$ cat config.mk
export PLATFORM = sky130hd
export DESIGN_NAME = pipelined_decoder
export DESIGN_NICKNAME = d
export VERILOG_FILES = /design/src/rtl/pipelined_decoder.sv
export SDC_FILE = /design/constraint.sdc
export NUM_CORES = 1
export LEC_CHECK = 0
export ABC_AREA = 1
export BUFFER_PORTS_ARGS = -buffer_cell sky130_fd_sc_hd__clkbuf_2
export CAP_MARGIN = 40
export CORE_ASPECT_RATIO = 0.5
export CORE_MARGIN = 2
export CORE_UTILIZATION = 59
export CTS_CLUSTER_DIAMETER = 200
export DETAILED_ROUTE_END_ITERATION = 7
export GPL_TIMING_DRIVEN = 0
export PLACE_DENSITY = 0.94
export SYNTH_ARGS = -nofsm -noshare
export SYNTH_HDL_FRONTEND = slang
export SYNTH_SLANG_ARGS = --single-unit
$ cat constraint.sdc
create_clock -name clk -period 5.4 [get_ports clk]
set_input_delay 1.08 -clock clk [delete_from_list [all_inputs] [get_ports clk]]
set_output_delay 1.08 -clock clk [all_outputs]
set_load 0.02 [all_outputs]
$ cat src/rtl/pipelined_decoder.sv
`default_nettype none
// ============================================================================
// Module   : pipelined_decoder
// Purpose  : Registered, handshaked instruction decoder with two-word
//            long-immediate assembly and call/return address storage.
//            Define DECODER_CALL_STACK_EN for a STACK_DEPTH-entry circular
//            return stack; otherwise a single link register is used.
// Revision : 1.0 - initial release
// ============================================================================
module pipelined_decoder #(
    parameter int W           = 16,
    parameter int AW          = 16,
    parameter int RA          = 5,
    parameter int STACK_DEPTH = 4
) (
    input  logic          clk,
    input  logic          rst_n,
    input  logic          flush,
    input  logic          in_valid,
    output logic          in_ready,
    input  logic [W-1:0]  INS,
    input  logic [AW-1:0] INS_addr,
    output logic          out_valid,
    input  logic          out_ready,
    output logic          A_ce,
    output logic          REGS_ce,
    output logic          load_pc,
    output logic [AW-1:0] new_pc,
    output logic [AW-1:0] new_linkreg,
    output logic [RA-1:0] REGS_addr,
    output logic [3:0]    opcode,
    output logic [W-1:0]  instant,
    output logic          PC_source,
    output logic          arg_source,
    output logic          stack_overflow,
    output logic          stack_underflow
);

    localparam int SIW = W - 5 - RA;

    localparam logic [0:0] IDLE = 1'b0;
    localparam logic [0:0] EXT  = 1'b1;

    localparam logic [3:0] OP_LAST_ALU = 4'hB;
    localparam logic [3:0] OP_STORE    = 4'hC;
    localparam logic [3:0] OP_JMP      = 4'hD;
    localparam logic [3:0] OP_CALL     = 4'hE;
    localparam logic [3:0] OP_RET      = 4'hF;

    logic [0:0]    r_state;
    logic [0:0]    w_state_nxt;

    logic          w_accept;
    logic          w_long0;
    logic          w_latch0;
    logic          w_load;
    logic          w_in_ext;

    logic [3:0]    r_op;
    logic [RA-1:0] r_ra;
    logic [AW-1:0] r_addr;

    logic [3:0]    w_op;
    logic          w_i;
    logic [RA-1:0] w_ra;
    logic [AW-1:0] w_addr;
    logic [W-1:0]  w_instant;

    logic          w_d_a_ce;
    logic          w_d_regs_ce;
    logic          w_d_load_pc;
    logic          w_d_pc_source;
    logic [AW-1:0] w_d_new_pc;
    logic [AW-1:0] w_d_linkreg;

    logic          w_push;
    logic [AW-1:0] w_pop_val;

    // Reset is folded in so the handshake reads 0 while rst_n is low.
    assign in_ready = rst_n && !flush && (!out_valid || out_ready);
    assign w_accept = in_valid && in_ready;
    assign w_long0  = INS[W-5] && (&INS[SIW-1:0]);

    // ------------------------------------------------------------------
    // FSM: state register
    // ------------------------------------------------------------------
    always_ff @(posedge clk or negedge rst_n) begin
        if (!rst_n) begin
            r_state <= IDLE;
        end else begin
            r_state <= w_state_nxt;
        end
    end

    // FSM: next state
    always_comb begin
        w_state_nxt = r_state;
        if (flush) begin
            w_state_nxt = IDLE;
        end else begin
            case (r_state)
                IDLE:    if (w_accept && w_long0) w_state_nxt = EXT;
                EXT:     if (w_accept)            w_state_nxt = IDLE;
                default: w_state_nxt = IDLE;
            endcase
        end
    end

    // FSM: outputs
    always_comb begin
        w_latch0 = 1'b0;
        w_load   = 1'b0;
        w_in_ext = 1'b0;
        case (r_state)
            IDLE: begin
                w_latch0 = w_accept && w_long0;
                w_load   = w_accept && !w_long0;
            end
            EXT: begin
                w_in_ext = 1'b1;
                w_load   = w_accept;
            end
            default: ;
        endcase
    end

    // ------------------------------------------------------------------
    // Word-0 holding register for long-form instructions
    // ------------------------------------------------------------------
    always_ff @(posedge clk or negedge rst_n) begin
        if (!rst_n) begin
            r_op   <= '0;
            r_ra   <= '0;
            r_addr <= '0;
        end else if (w_latch0) begin
            r_op   <= INS[W-1:W-4];
            r_ra   <= INS[W-6:W-5-RA];
            r_addr <= INS_addr;
        end
    end

    // A long form always carries I=1, so no need to store it.
    assign w_op      = w_in_ext ? r_op   : INS[W-1:W-4];
    assign w_i       = w_in_ext ? 1'b1   : INS[W-5];
    assign w_ra      = w_in_ext ? r_ra   : INS[W-6:W-5-RA];
    assign w_addr    = w_in_ext ? r_addr : INS_addr;
    assign w_instant = w_in_ext ? INS    : W'(INS[SIW-1:0]);

    // ------------------------------------------------------------------
    // Opcode class decode
    // ------------------------------------------------------------------
    always_comb begin
        w_d_a_ce      = (w_op <= OP_LAST_ALU);
        w_d_regs_ce   = (w_op == OP_STORE);
        w_d_load_pc   = 1'b0;
        w_d_pc_source = 1'b0;
        w_d_new_pc    = '0;
        w_d_linkreg   = '0;
        case (w_op)
            OP_JMP: begin
                w_d_load_pc = 1'b1;
                w_d_new_pc  = AW'(w_instant);
            end
            OP_CALL: begin
                w_d_load_pc = 1'b1;
                w_d_new_pc  = AW'(w_instant);
                w_d_linkreg = w_addr + (w_in_ext ? AW'(2) : AW'(1));
            end
            OP_RET: begin
                w_d_load_pc   = 1'b1;
                w_d_pc_source = 1'b1;
                w_d_new_pc    = w_pop_val;
            end
            default: ;
        endcase
    end

    assign w_push = w_load && (w_op == OP_CALL);

    // ------------------------------------------------------------------
    // Return address storage
    // ------------------------------------------------------------------
`ifdef DECODER_CALL_STACK_EN
    localparam int PW = $clog2(STACK_DEPTH);

    logic [AW-1:0] r_stack [STACK_DEPTH];
    logic [PW-1:0] r_sp;
    logic [PW:0]   r_count;
    logic          w_full;
    logic          w_empty;
    logic          w_pop;

    assign w_full    = (r_count == (PW+1)'(STACK_DEPTH));
    assign w_empty   = (r_count == '0);
    assign w_pop     = w_load && (w_op == OP_RET);
    assign w_pop_val = w_empty ? '0 : r_stack[r_sp - PW'(1)];

    // When full, r_sp already points at the oldest slot, so a push
    // overwrites it naturally.
    always_ff @(posedge clk or negedge rst_n) begin
        if (!rst_n) begin
            for (int k = 0; k < STACK_DEPTH; k++) begin
                r_stack[k] <= '0;
            end
            r_sp            <= '0;
            r_count         <= '0;
            stack_overflow  <= 1'b0;
            stack_underflow <= 1'b0;
        end else if (w_push) begin
            r_stack[r_sp] <= w_d_linkreg;
            r_sp          <= r_sp + PW'(1);
            if (w_full) begin
                stack_overflow <= 1'b1;
            end else begin
                r_count <= r_count + (PW+1)'(1);
            end
        end else if (w_pop) begin
            if (w_empty) begin
                stack_underflow <= 1'b1;
            end else begin
                r_sp    <= r_sp - PW'(1);
                r_count <= r_count - (PW+1)'(1);
            end
        end
    end
`else
    logic [AW-1:0] r_link;

    assign w_pop_val       = r_link;
    assign stack_overflow  = 1'b0;
    assign stack_underflow = 1'b0;

    always_ff @(posedge clk or negedge rst_n) begin
        if (!rst_n) begin
            r_link <= '0;
        end else if (w_push) begin
            r_link <= w_d_linkreg;
        end
    end
`endif

    // ------------------------------------------------------------------
    // Output register
    // ------------------------------------------------------------------
    always_ff @(posedge clk or negedge rst_n) begin
        if (!rst_n) begin
            out_valid   <= 1'b0;
            A_ce        <= 1'b0;
            REGS_ce     <= 1'b0;
            load_pc     <= 1'b0;
            new_pc      <= '0;
            new_linkreg <= '0;
            REGS_addr   <= '0;
            opcode      <= '0;
            instant     <= '0;
            PC_source   <= 1'b0;
            arg_source  <= 1'b0;
        end else if (flush) begin
            out_valid <= 1'b0;
        end else if (w_load) begin
            out_valid   <= 1'b1;
            A_ce        <= w_d_a_ce;
            REGS_ce     <= w_d_regs_ce;
            load_pc     <= w_d_load_pc;
            new_pc      <= w_d_new_pc;
            new_linkreg <= w_d_linkreg;
            REGS_addr   <= w_ra;
            opcode      <= w_op;
            instant     <= w_instant;
            PC_source   <= w_d_pc_source;
            arg_source  <= w_i;
        end else if (out_ready) begin
            out_valid <= 1'b0;
        end
    end

endmodule
`default_nettype wire

==> out/metrics.yaml, run 1 <==
outcome: "completed"
endpoint_kind: "primary output"
dr_total_vias: 4842
p_total_mw: 1.93
ys_seq_elements: 105
min_path_cells: 2
cts_setup_buffers: 0
fin_crit_sh_pct: 60.7
ctsHtreeMaxLevel: 3
antenna_found_initial: 0
final_cell_mix: "nand2_1 (276), dfrtp_1 (105), clkbuf_2 (99), nand3_1 (53), inv_1 (50)"
ff2ff_path_depth: 12
rsz0062_at_grt: "no"
cts_tree: "yes"
regArea_sq_mm: 0.00263
grt_pass1_vias: 4479
holdBufCountCts: 0
cts.sinks: 105
dr.pass1.iters: 6
cts_root_buf: "clkbuf_16"
syn2layout_area_growth_pct: 20.5
vias_per_cell: 5.59
routed_wl_um: 13800
fmax_ghz: 0.305
dieArea_sq_mm: 0.00924
port_buffers: 100
worstPathMaxFanout: 43
synth_top_family_by_area: "simple AND/OR/NAND/NOR gates"
synth_compound_area_share_pct: 7.86
seqPwrFrac_pct: 46.7
slew_violations: 0
final_antenna_net_count: 0
fill_cells: 572
grt_max_degree: 44
synthMuxAreaShare_pct: 0
grt-ovfl-total: 0
synth_cells: 635
hold_violations: 0
synth_xor_area_share_pct: 0.176
synth-adder-area-share_pct: 0.653
setup.worst_path.class: "in2out"
maxCapViolations: 0
max_slew_margin_pct: 63.6
layout-drive-gt1-share_pct: 21.2
clk_latency_ns: 0.36
seq_area_frac_synth_pct: 52.7
cts-resized-gates: 0
period_minus_slack_ns: 3.28
p_comb_share_pct: 15.7
multi_input_area_sq_mm: 0.00198
place_congestion: 0.944
start_util_pct: 61.6
cts.clk_slew.worst_paths_ns: 0.07
drc: 0
p_clk_share_pct: 37.6
leakagePower_nw: 3.34
ioPinCount: 103
tightestPinTransition_ns: 0.546
syn_avg_cell_area_sq_um: 7.85
ys_types: 32
yosys_warnings: 0
coreArea_sq_mm: 0.00809
std_cell_rows: 23
globalRouteTotalUtil_pct: 31.8
hold_path.class: "reg2reg"
ir_worst_vdd_uv: 202
cp-start-kind: "primary input"
mostFrequentLayoutCell: "nand2_1"
diodes: 0
grt_pass1_wl_um: 22100
hpwl_um: 9810
die-height_um: 69.0
powerDensity_mw_per_mm2: 322
cts_buffers: 9
final-setup-viol-count: 0
nNetsFinal: 788
cp.arrival_ns: 2.20
setup_tns_ns: 0
routedWlPerCell_um: 16.0
required_ns: 4.32
syn_area_sq_mm: 0.00498
fin_skew_ns: 0.0162
p_sw_share_pct: 29.2
dr.first_iter.drc_count: 567
internal-power_mw: 1.37
synth_simple_gate_area_share_pct: 31.0
clk_path_buf_depth: 2
fp.dieW_um: 134
power_switching_uw: 564
[area by class of cell]
cell class,count,area share [%]
clock buffer,9,3.75
timing repair buffer,102,9.04
sequential,105,43.8
buffer,29,2.94
tap,112,2.33
clock inverter,7,1.83
multi-input combinational,449,33.0
inverter,53,3.31
[cell usage after synthesis]
master,n,area share (%)
nand3_1,53,5.3
nand3b_1,1,0.15
o21ai_2,2,0.35
a22o_1,2,0.35
buf_2,15,1.5
dfrtp_1,105,53
nor2_8,1,0.40
nor2_2,3,0.38
nand2_1,276,21
fa_1,1,0.40
nor2_1,29,2.2
nand4_1,2,0.25
nor3_2,1,0.20
buf_1,1,0.075
a31oi_1,5,0.63
a21oi_1,1,0.10
buf_6,3,0.68
o21ai_1,8,0.80
nand2_2,2,0.25
buf_4,7,1.1
o21ai_0,47,4.7
a211oi_1,1,0.15
inv_2,3,0.23
o21a_1,2,0.30
o211ai_1,3,0.45
clkbuf_1,3,0.23
or2_2,1,0.13
inv_1,50,3.8
conb_1,1,0.075
xor2_1,1,0.18
ha_1,1,0.25
nor2_4,4,0.90
[power groups by stage]
| stage | Combinational, mW | Clock, mW | Sequential (mW) |
|---|---|---|---|
| final | 0.303 | 0.727 | 0.903 |
| after global routing | 0.336 | 0.757 | 0.908 |
| after CTS | 0.302 | 0.731 | 0.900 |
| after detailed placement | 0.296 | 0 | 0.913 |
| after global placement | 0.284 | 0 | 0.911 |
| after floorplan | 0.132 | 0 | 0.952 |
[stage by stage]
step / hold slack [ns] / worst slack [ns] / instances / utilization [%] / area (sq um)
after floorplan: 0.441 / 2.77 / 636 / - / 4990
after global placement: 0.456 / 0.643 / 848 / 69.6 / 5630
after detailed placement: 0.463 / 2.09 / 850 / 70.1 / 5670
after CTS: 0.482 / 2.09 / 866 / 74.3 / 6000
after global routing: 0.513 / 1.92 / 866 / 74.3 / 6000
final: 0.478 / 2.12 / 866 / 74.3 / 6000
[kinds of logic after synthesis]
| group | count (synthesis) |
|---|---|
| simple gates | 373 |
| flops | 105 |
| buf+inv | 82 |
| compound gates | 71 |
| fa+ha+maj | 2 |
| xor+xnor | 1 |
| other cells | 1 |
[state kept, by name, summed over array words and instances (netlist names), 4 cells and up]
signal / count
r_ra: 5
REGS_addr: 5
r_addr: 16
instant: 16
r_op: 4
r_link: 16
new_linkreg: 16
new_pc: 16
opcode: 4
[per-layer routing]
layer / part of all wire, % / global-route usage (%) / up-vias
met5: 0 / 0 / -
met4: 3.4 / 14.6 / 0
met3: 11 / 8.26 / 57
met2: 45 / 51.2 / 333
met1: 41 / 41.6 / 2228
li1: - / - / 2224
[final timing paths]
path / to / slack (ns) / from
hold reg to reg: instant[0]$_DFFE_PN0P_ / 0.48 / instant[0]$_DFFE_PN0P_
hold / removal: instant[0]$_DFFE_PN0P_ / 0.48 / instant[0]$_DFFE_PN0P_
min in group asynchronous: r_addr[11]$_DFFE_PN0P_ / 0.66 / rst_n
setup reg to reg: new_linkreg[13]$_DFFE_PN0P_ / 2.61 / r_state$_DFF_PN0_
max in group asynchronous: new_linkreg[13]$_DFFE_PN0P_ / 3.94 / rst_n
setup / recovery: in_ready / 2.12 / rst_n
[worst max-delay path, stage by stage]
cell,delay (ns)
clkbuf_4,0.35
buf_12,0.29
nand2_1,0.12
nor2_1,0.14
clkbuf_2,0.19
No activity file was read; power rests on OpenSTA's default activity.
==> run 2, diff against run 1 <==
- CORE_UTILIZATION: 59 -> 55
- PLACE_DENSITY: 0.94 -> 0.89
- clock period: 5.4 -> 3.05 ns (I/O delays scaled with it)
==> out/metrics.yaml, run 2 (synthesis results as in run 1) <==
grt_pass1_vias: 4460  # -0.42%
endpoint_kind: "flop"
final_cells: 868  # +0.23%
maxCapViolations: 0  # unchanged
rrSetupSlack_ns: 0.26  # -2.35 ns
slew_violations: 0  # unchanged
layout-drive-gt1-share_pct: 20.6  # -0.58 points
cp.arrival_ns: 2.99  # +0.79 ns
clk_path_buf_depth: 2  # unchanged
power_switching_uw: 947  # +68%
stdcell_area_sq_mm: 0.00592  # -1.3%
final_cell_mix: "nand2_1 (276), dfrtp_1 (105), clkbuf_2 (99), nand3_1 (53), inv_1 (50)"
dr_total_vias: 4739  # -2.1%
p_total_mw: 3.19  # +65%
period_minus_slack_ns: 2.79
antenna_found_initial: 0  # unchanged
clk_latency_ns: 0.35  # about the same
die-height_um: 71.3  # +3.4%
worstPathMaxFanout: 10  # -77%
regArea_sq_mm: 0.00263  # unchanged
ctsHtreeMaxLevel: 3  # unchanged
tightestPinTransition_ns: 0.715  # +0.170 ns
leakagePower_nw: 3.29  # -1.3%
cts-resized-gates: 0  # unchanged
p_clk_share_pct: 33.5  # -4.1 points
hold_violations: 0  # unchanged
dr.pass1.iters: 6  # unchanged
start_util_pct: 57.0  # -4.6 points
internal-power_mw: 2.24  # +64%
cts_setup_buffers: 0  # unchanged
cp-start-kind: "flop"
hpwl_um: 9830  # +0.27%
fill_cells: 709  # +24%
coreArea_sq_mm: 0.00874  # +8.1%
fp.dieW_um: 139  # +3.5%
rsz0062_at_grt: "no"
cts.clk_slew.worst_paths_ns: 0.07  # about the same
ff2ff_path_depth: 11  # -1
r2r-end: "new_linkreg[8]$_DFFE_PN0P_"
fin_crit_sh_pct: 91.3
cts_root_buf: "clkbuf_16"
cts.sinks: 105  # unchanged
p_sw_share_pct: 29.7  # +0.52 points
std_cell_rows: 24  # +4.3%
holdBufCountCts: 0  # unchanged
routed_wl_um: 13300  # -3.9%
grt_pass1_wl_um: 21600  # -2.2%
ir_worst_vdd_uv: 311  # +54%
max_slew_margin_pct: 52.3  # -11 points
final-setup-viol-count: 0  # unchanged
place_congestion: 0.899  # -4.8%
fin_skew_ns: 0.0127  # -0.00357 ns
globalRouteTotalUtil_pct: 27.7  # -4.2 points
dr.first_iter.drc_count: 494  # -13%
multi_input_area_sq_mm: 0.00198  # unchanged
dpl.cell_count: 854  # +0.47%
dpl-instance-area_sq_mm: 0.00566  # -0.11%
cts_tree: "yes"
grt_max_degree: 58  # +32%
seqPwrFrac_pct: 49.9  # +3.2 points
diodes: 0  # unchanged
fmax_ghz: 0.359
grt-ovfl-total: 0  # unchanged
outcome: "completed"
vias_per_cell: 5.46  # -2.4%
p_comb_share_pct: 16.6  # +0.9 points
mostFrequentLayoutCell: "nand2_1"
dieArea_sq_mm: 0.00988  # +6.9%
setup.worst_path.class: "reg2reg"
cts_buffers: 9  # unchanged
drc: 0  # unchanged
required_ns: 3.25  # -1.07 ns
routedWlPerCell_um: 15.3  # -4.1%
port_buffers: 100  # unchanged
syn2layout_area_growth_pct: 18.9
ioPinCount: 103  # unchanged
powerDensity_mw_per_mm2: 538  # +67%
nNetsFinal: 787  # -0.13%
final_antenna_net_count: 0  # unchanged
r2r-start: "r_state$_DFF_PN0_"
hold_path.class: "in2async"
## run 2: how the worst max path moves through the flow
stage                      startpoint                          to  cells past startpoint
floorplan           r_state$_DFF_PN0_  new_linkreg[5]$_DFFE_PN0P_                     12
global placement                rst_n         r_ra[2]$_DFFE_PN0P_                      8
detailed placement              rst_n         r_ra[0]$_DFFE_PN0P_                      9
CTS                             rst_n                    in_ready                      5
global route        r_state$_DFF_PN0_  new_linkreg[8]$_DFFE_PN0P_                     11
finish              r_state$_DFF_PN0_  new_linkreg[8]$_DFFE_PN0P_                     11
## run 2: power groups by stage
| stage | combinational, mW | clock (mW) | sequential [mW] |
|---|---|---|---|
| final | 0.529 | 1.07 | 1.59 |
| after global routing | 0.588 | 1.14 | 1.60 |
| after CTS | 0.530 | 1.07 | 1.59 |
| after detailed placement | 0.524 | 0 | 1.61 |
| after global placement | 0.505 | 0 | 1.61 |
| after floorplan | 0.234 | 0 | 1.69 |
## run 2: per-stage QoR
| step | setup slack, ns | util (%) | hold slack (ns) | setup TNS (ns) |
|---|---|---|---|---|
| floorplan | 0.887 | - | 0.314 | 0 |
| CTS | 0.366 | 67.8 | 0.365 | 0 |
| global placement | -1.09 | 64.5 | 0.455 | -99.28 |
| global route | 0.136 | 67.8 | 0.397 | 0 |
| finish | 0.264 | 67.8 | 0.325 | 0 |
| detailed placement | 0.0738 | 64.8 | 0.459 | 0 |
## run 2: metal layers
metal	wire, um	global-route usage [%]
met3	1330	7.22
met2	6120	45.5
met1	5490	37.0
met4	333	8.28
met5	0	0
## run 2: cell type report
cell class | count | share of cell area [%]
Buffer | 29 | 2.98
Clock buffer | 11 | 3.93
Tap cell | 117 | 2.47
Sequential cell | 105 | 44.4
Multi-Input combinational cell | 449 | 33.5
Timing Repair Buffer | 101 | 8.95
Inverter | 53 | 3.36
Clock inverter | 3 | 0.486
## run 2: critical path, stage by stage (launching register included)
cell and delay [ns]:
dfrtp_1 0.54, buf_4 0.25, buf_4 0.19, buf_2 0.27, nand2_1 0.08, o21ai_0 0.16, fa_1 0.27, inv_1 0.06
nor2_1 0.16, nand3_1 0.15, o211ai_1 0.40, nand2_1 0.10
==> run 3, diff against run 2 <==
- ABC_AREA: 1 -> 0
==> out/metrics.yaml, run 3 <==
routedWlPerCell_um: 19.3  # +26%
final_cell_mix: "dfrtp_1 (105), clkbuf_2 (99), nand2_1 (70), mux2_2 (28), o21ai_0 (22)"
fp.dieW_um: 138  # -0.49%
coreArea_sq_mm: 0.00871  # -0.34%
slew_violations: 0  # unchanged
power_switching_uw: 845  # -11%
cp-start-kind: "flop"
ctsHtreeMaxLevel: 3  # unchanged
dpl.cell_count: 629  # -26%
fin_crit_sh_pct: 95.3  # +3.9 points
syn_avg_cell_area_sq_um: 12.0  # +53%
clk_path_buf_depth: 2  # unchanged
ys_types: 60  # +88%
rrSetupSlack_ns: 0.14  # -0.12 ns
syn2layout_area_growth_pct: 19.1
synth-adder-area-share_pct: 0.660  # +0.0066 points
yosys_warnings: 0  # unchanged
grt_pass1_vias: 3824  # -14%
p_clk_share_pct: 36.5  # +3.0 points
drc: 0  # unchanged
hpwl_um: 8870  # -9.8%
fmax_ghz: 0.344  # -4.1%
ys_seq_elements: 105  # unchanged
setup.worst_path.class: "reg2reg"
dr.first_iter.drc_count: 441  # -11%
std_cell_rows: 24  # unchanged
hold_path.class: "in2async"
vias_per_cell: 5.97  # +9.4%
p_comb_share_pct: 12.8  # -3.8 points
endpoint_kind: "flop"
synthFlopType: "dfrtp_1"
final_antenna_net_count: 0  # unchanged
holdBufCountCts: 0  # unchanged
layout-drive-gt1-share_pct: 35.7  # +15 points
leakagePower_nw: 3.08  # -6.3%
p_sw_share_pct: 27.6  # -2.1 points
diodes: 0  # unchanged
yosys.area.top_type: "dfrtp_1"
fin_skew_ns: 0.0136  # +0.000890 ns
cts.sinks: 105  # unchanged
dieArea_sq_mm: 0.00979  # -0.96%
synth_compound_area_share_pct: 14.0  # +6.2 points
rsz0062_at_grt: "no"
die-height_um: 71.0  # -0.48%
synth.most_common_cell: "dfrtp_1"
synthDominantCellAreaShare_pct: 53.3  # +0.54 points
final_cells: 643  # -26%
synthArstFlopShare_pct: 100  # unchanged
final-setup-viol-count: 0  # unchanged
place_congestion: 0.895  # -0.43%
powerDensity_mw_per_mm2: 521  # -3.3%
nNetsFinal: 561  # -29%
worstPathMaxFanout: 28  # +18
grt-ovfl-total: 0  # unchanged
internal-power_mw: 2.21  # -1.3%
cts_buffers: 9  # unchanged
dr.pass1.iters: 7  # +1
cts_root_buf: "clkbuf_16"
synthTopCellsByCount: "dfrtp_1 (105), nand2_1 (70), mux2_2 (28)"
port_buffers: 100  # unchanged
synth_cells: 411  # -35%
routed_wl_um: 12400  # -6.3%
outcome: "completed"
seqPwrFrac_pct: 50.7  # +0.8 points
globalRouteTotalUtil_pct: 26.9  # -0.76 points
synthMuxAreaShare_pct: 11.5  # +12 points
required_ns: 3.29  # +0.04 ns
max_slew_margin_pct: 44.8  # -7.5 points
synth_simple_gate_area_share_pct: 13.1  # -18 points
synth_top_family_by_area: "compound AO/OA/AOI/OAI gates"
synth_top_cells_by_area: "dfrtp_1 (53%), mux2_2 (6.4%), nand2_1 (5.3%), mux2i_1 (3.7%), a222oi_1 (3.2%)"
cts_tree: "yes"
mostFrequentLayoutCell: "dfrtp_1"
start_util_pct: 56.6  # -0.38 points
tightestPinTransition_ns: 0.829  # +0.113 ns
ir_worst_vdd_uv: 278  # -10%
syn_area_sq_mm: 0.00493  # -1.0%
maxCapViolations: 0  # unchanged
cts.clk_slew.worst_paths_ns: 0.07  # about the same
p_total_mw: 3.06  # -4.1%
clk_latency_ns: 0.36  # about the same
ioPinCount: 103  # unchanged
cp.arrival_ns: 3.14  # +0.15 ns
antenna_found_initial: 0  # unchanged
synth_xor_area_share_pct: 2.66  # +2.5 points
hold_violations: 0  # unchanged
seq_area_frac_synth_pct: 53.3  # +0.54 points
synth_edf_count: 0  # unchanged
dr_total_vias: 3839  # -19%
grt_max_degree: 108  # +86%
grt_pass1_wl_um: 19800  # -8.2%
period_minus_slack_ns: 2.91  # +0.120 ns
run 3: changes by cell type in the layout (fill, tap and decap cells not counted), sizes merged, moves of 9 or more:
cell | previous run | this run
a22o | 2 | 12
inv | 54 | 19
a222oi | 0 | 16
xnor2 | 0 | 10
o21ai | 57 | 25
nand3 | 53 | 9
mux2 | 0 | 31
a21o | 0 | 9
mux2i | 0 | 20
nand2 | 278 | 70
nor2 | 37 | 7
run 3: kinds of logic (layout without fill, tap and decap cells):
group,Yosys count,after routing
AO/OA/AOI/OAI,82,82
XOR/XNOR,15,15
adder cells (fa/ha/maj),2,2
buffers and inverters,42,156
flip-flops,105,105
multiplexers,51,51
other,1,2
AND/OR/NAND/NOR,113,113
run 3: worst paths after layout:
| check | from | to | depth (start not counted) |
|---|---|---|---|
| max | r_state$_DFF_PN0_ | r_link[9]$_DFFE_PN0P_ | 10 |
| min | rst_n | r_addr[13]$_DFFE_PN0P_ | 1 |
| max reg2reg | r_state$_DFF_PN0_ | r_link[9]$_DFFE_PN0P_ | 10 |
| min reg2reg | instant[2]$_DFFE_PN0P_ | instant[2]$_DFFE_PN0P_ | 2 |
| max in group asynchronous | rst_n | r_link[3]$_DFFE_PN0P_ | 1 |
| min in group clk | flush | r_state$_DFF_PN0_ | 2 |
run 3: power groups by stage:
stage	sequential (mW)	combinational, mW	clock [mW]
finish	1.55	0.391	1.12
global route	1.56	0.428	1.18
CTS	1.55	0.391	1.11
detailed placement	1.57	0.388	0
global placement	1.57	0.371	0
floorplan	1.62	0.151	0
run 3: stage by stage:
stage               setup TNS, ns  cell area, sq um  util (%)  hold WS, ns  setup slack [ns]
finish                          0              5870      67.5        0.361             0.144
CTS                             0              5870      67.4        0.400            0.0606
detailed placement          -7.08              5590      64.2        0.463            -0.430
global placement          -110.36              5580      64.1        0.456             -1.20
global route                    0              5870      67.5        0.429           0.00345
floorplan                       0              4940         -        0.314            0.0553
run 3: repair_timing:
action,CTS,global route
pin swaps,1,1
setup endpoints to repair,26,4
gates resized for setup,2,1
setup buffers,1,0
cloned,0,0
run 3: per-layer routing:
metal	share of wire [%]	routed length (um)	vias to the layer above	GRT usage (%)
li1	-	-	1701	-
met1	42	5270	1909	36.6
met2	48	5990	201	42.8
met3	7.9	983	28	7.10
met4	1.6	196	0	8.28
met5	0	0	-	0
run 3: layout make-up:
type | instances | area (sq um)
clock buffers | 11 | 253
clock inverters | 4 | 28.8
flip-flops and latches | 105 | 2630
well taps | 117 | 146
plain buffers | 21 | 154
fillers | 616 | 2830
inverters | 19 | 71.3
repair buffers | 101 | 517
multi-input cells | 265 | 2080
run 3: worst max-delay path: stages, from the launching register on:
cell	delay [ns]
dfrtp_1	0.39
buf_6	0.20
buf_8	0.24
buf_6	0.21
mux2_2	0.39
ha_1	0.28
a21oi_1	0.10
o32ai_2	0.33
nand3_1	0.15
xor2_1	0.19
mux2_2	0.30
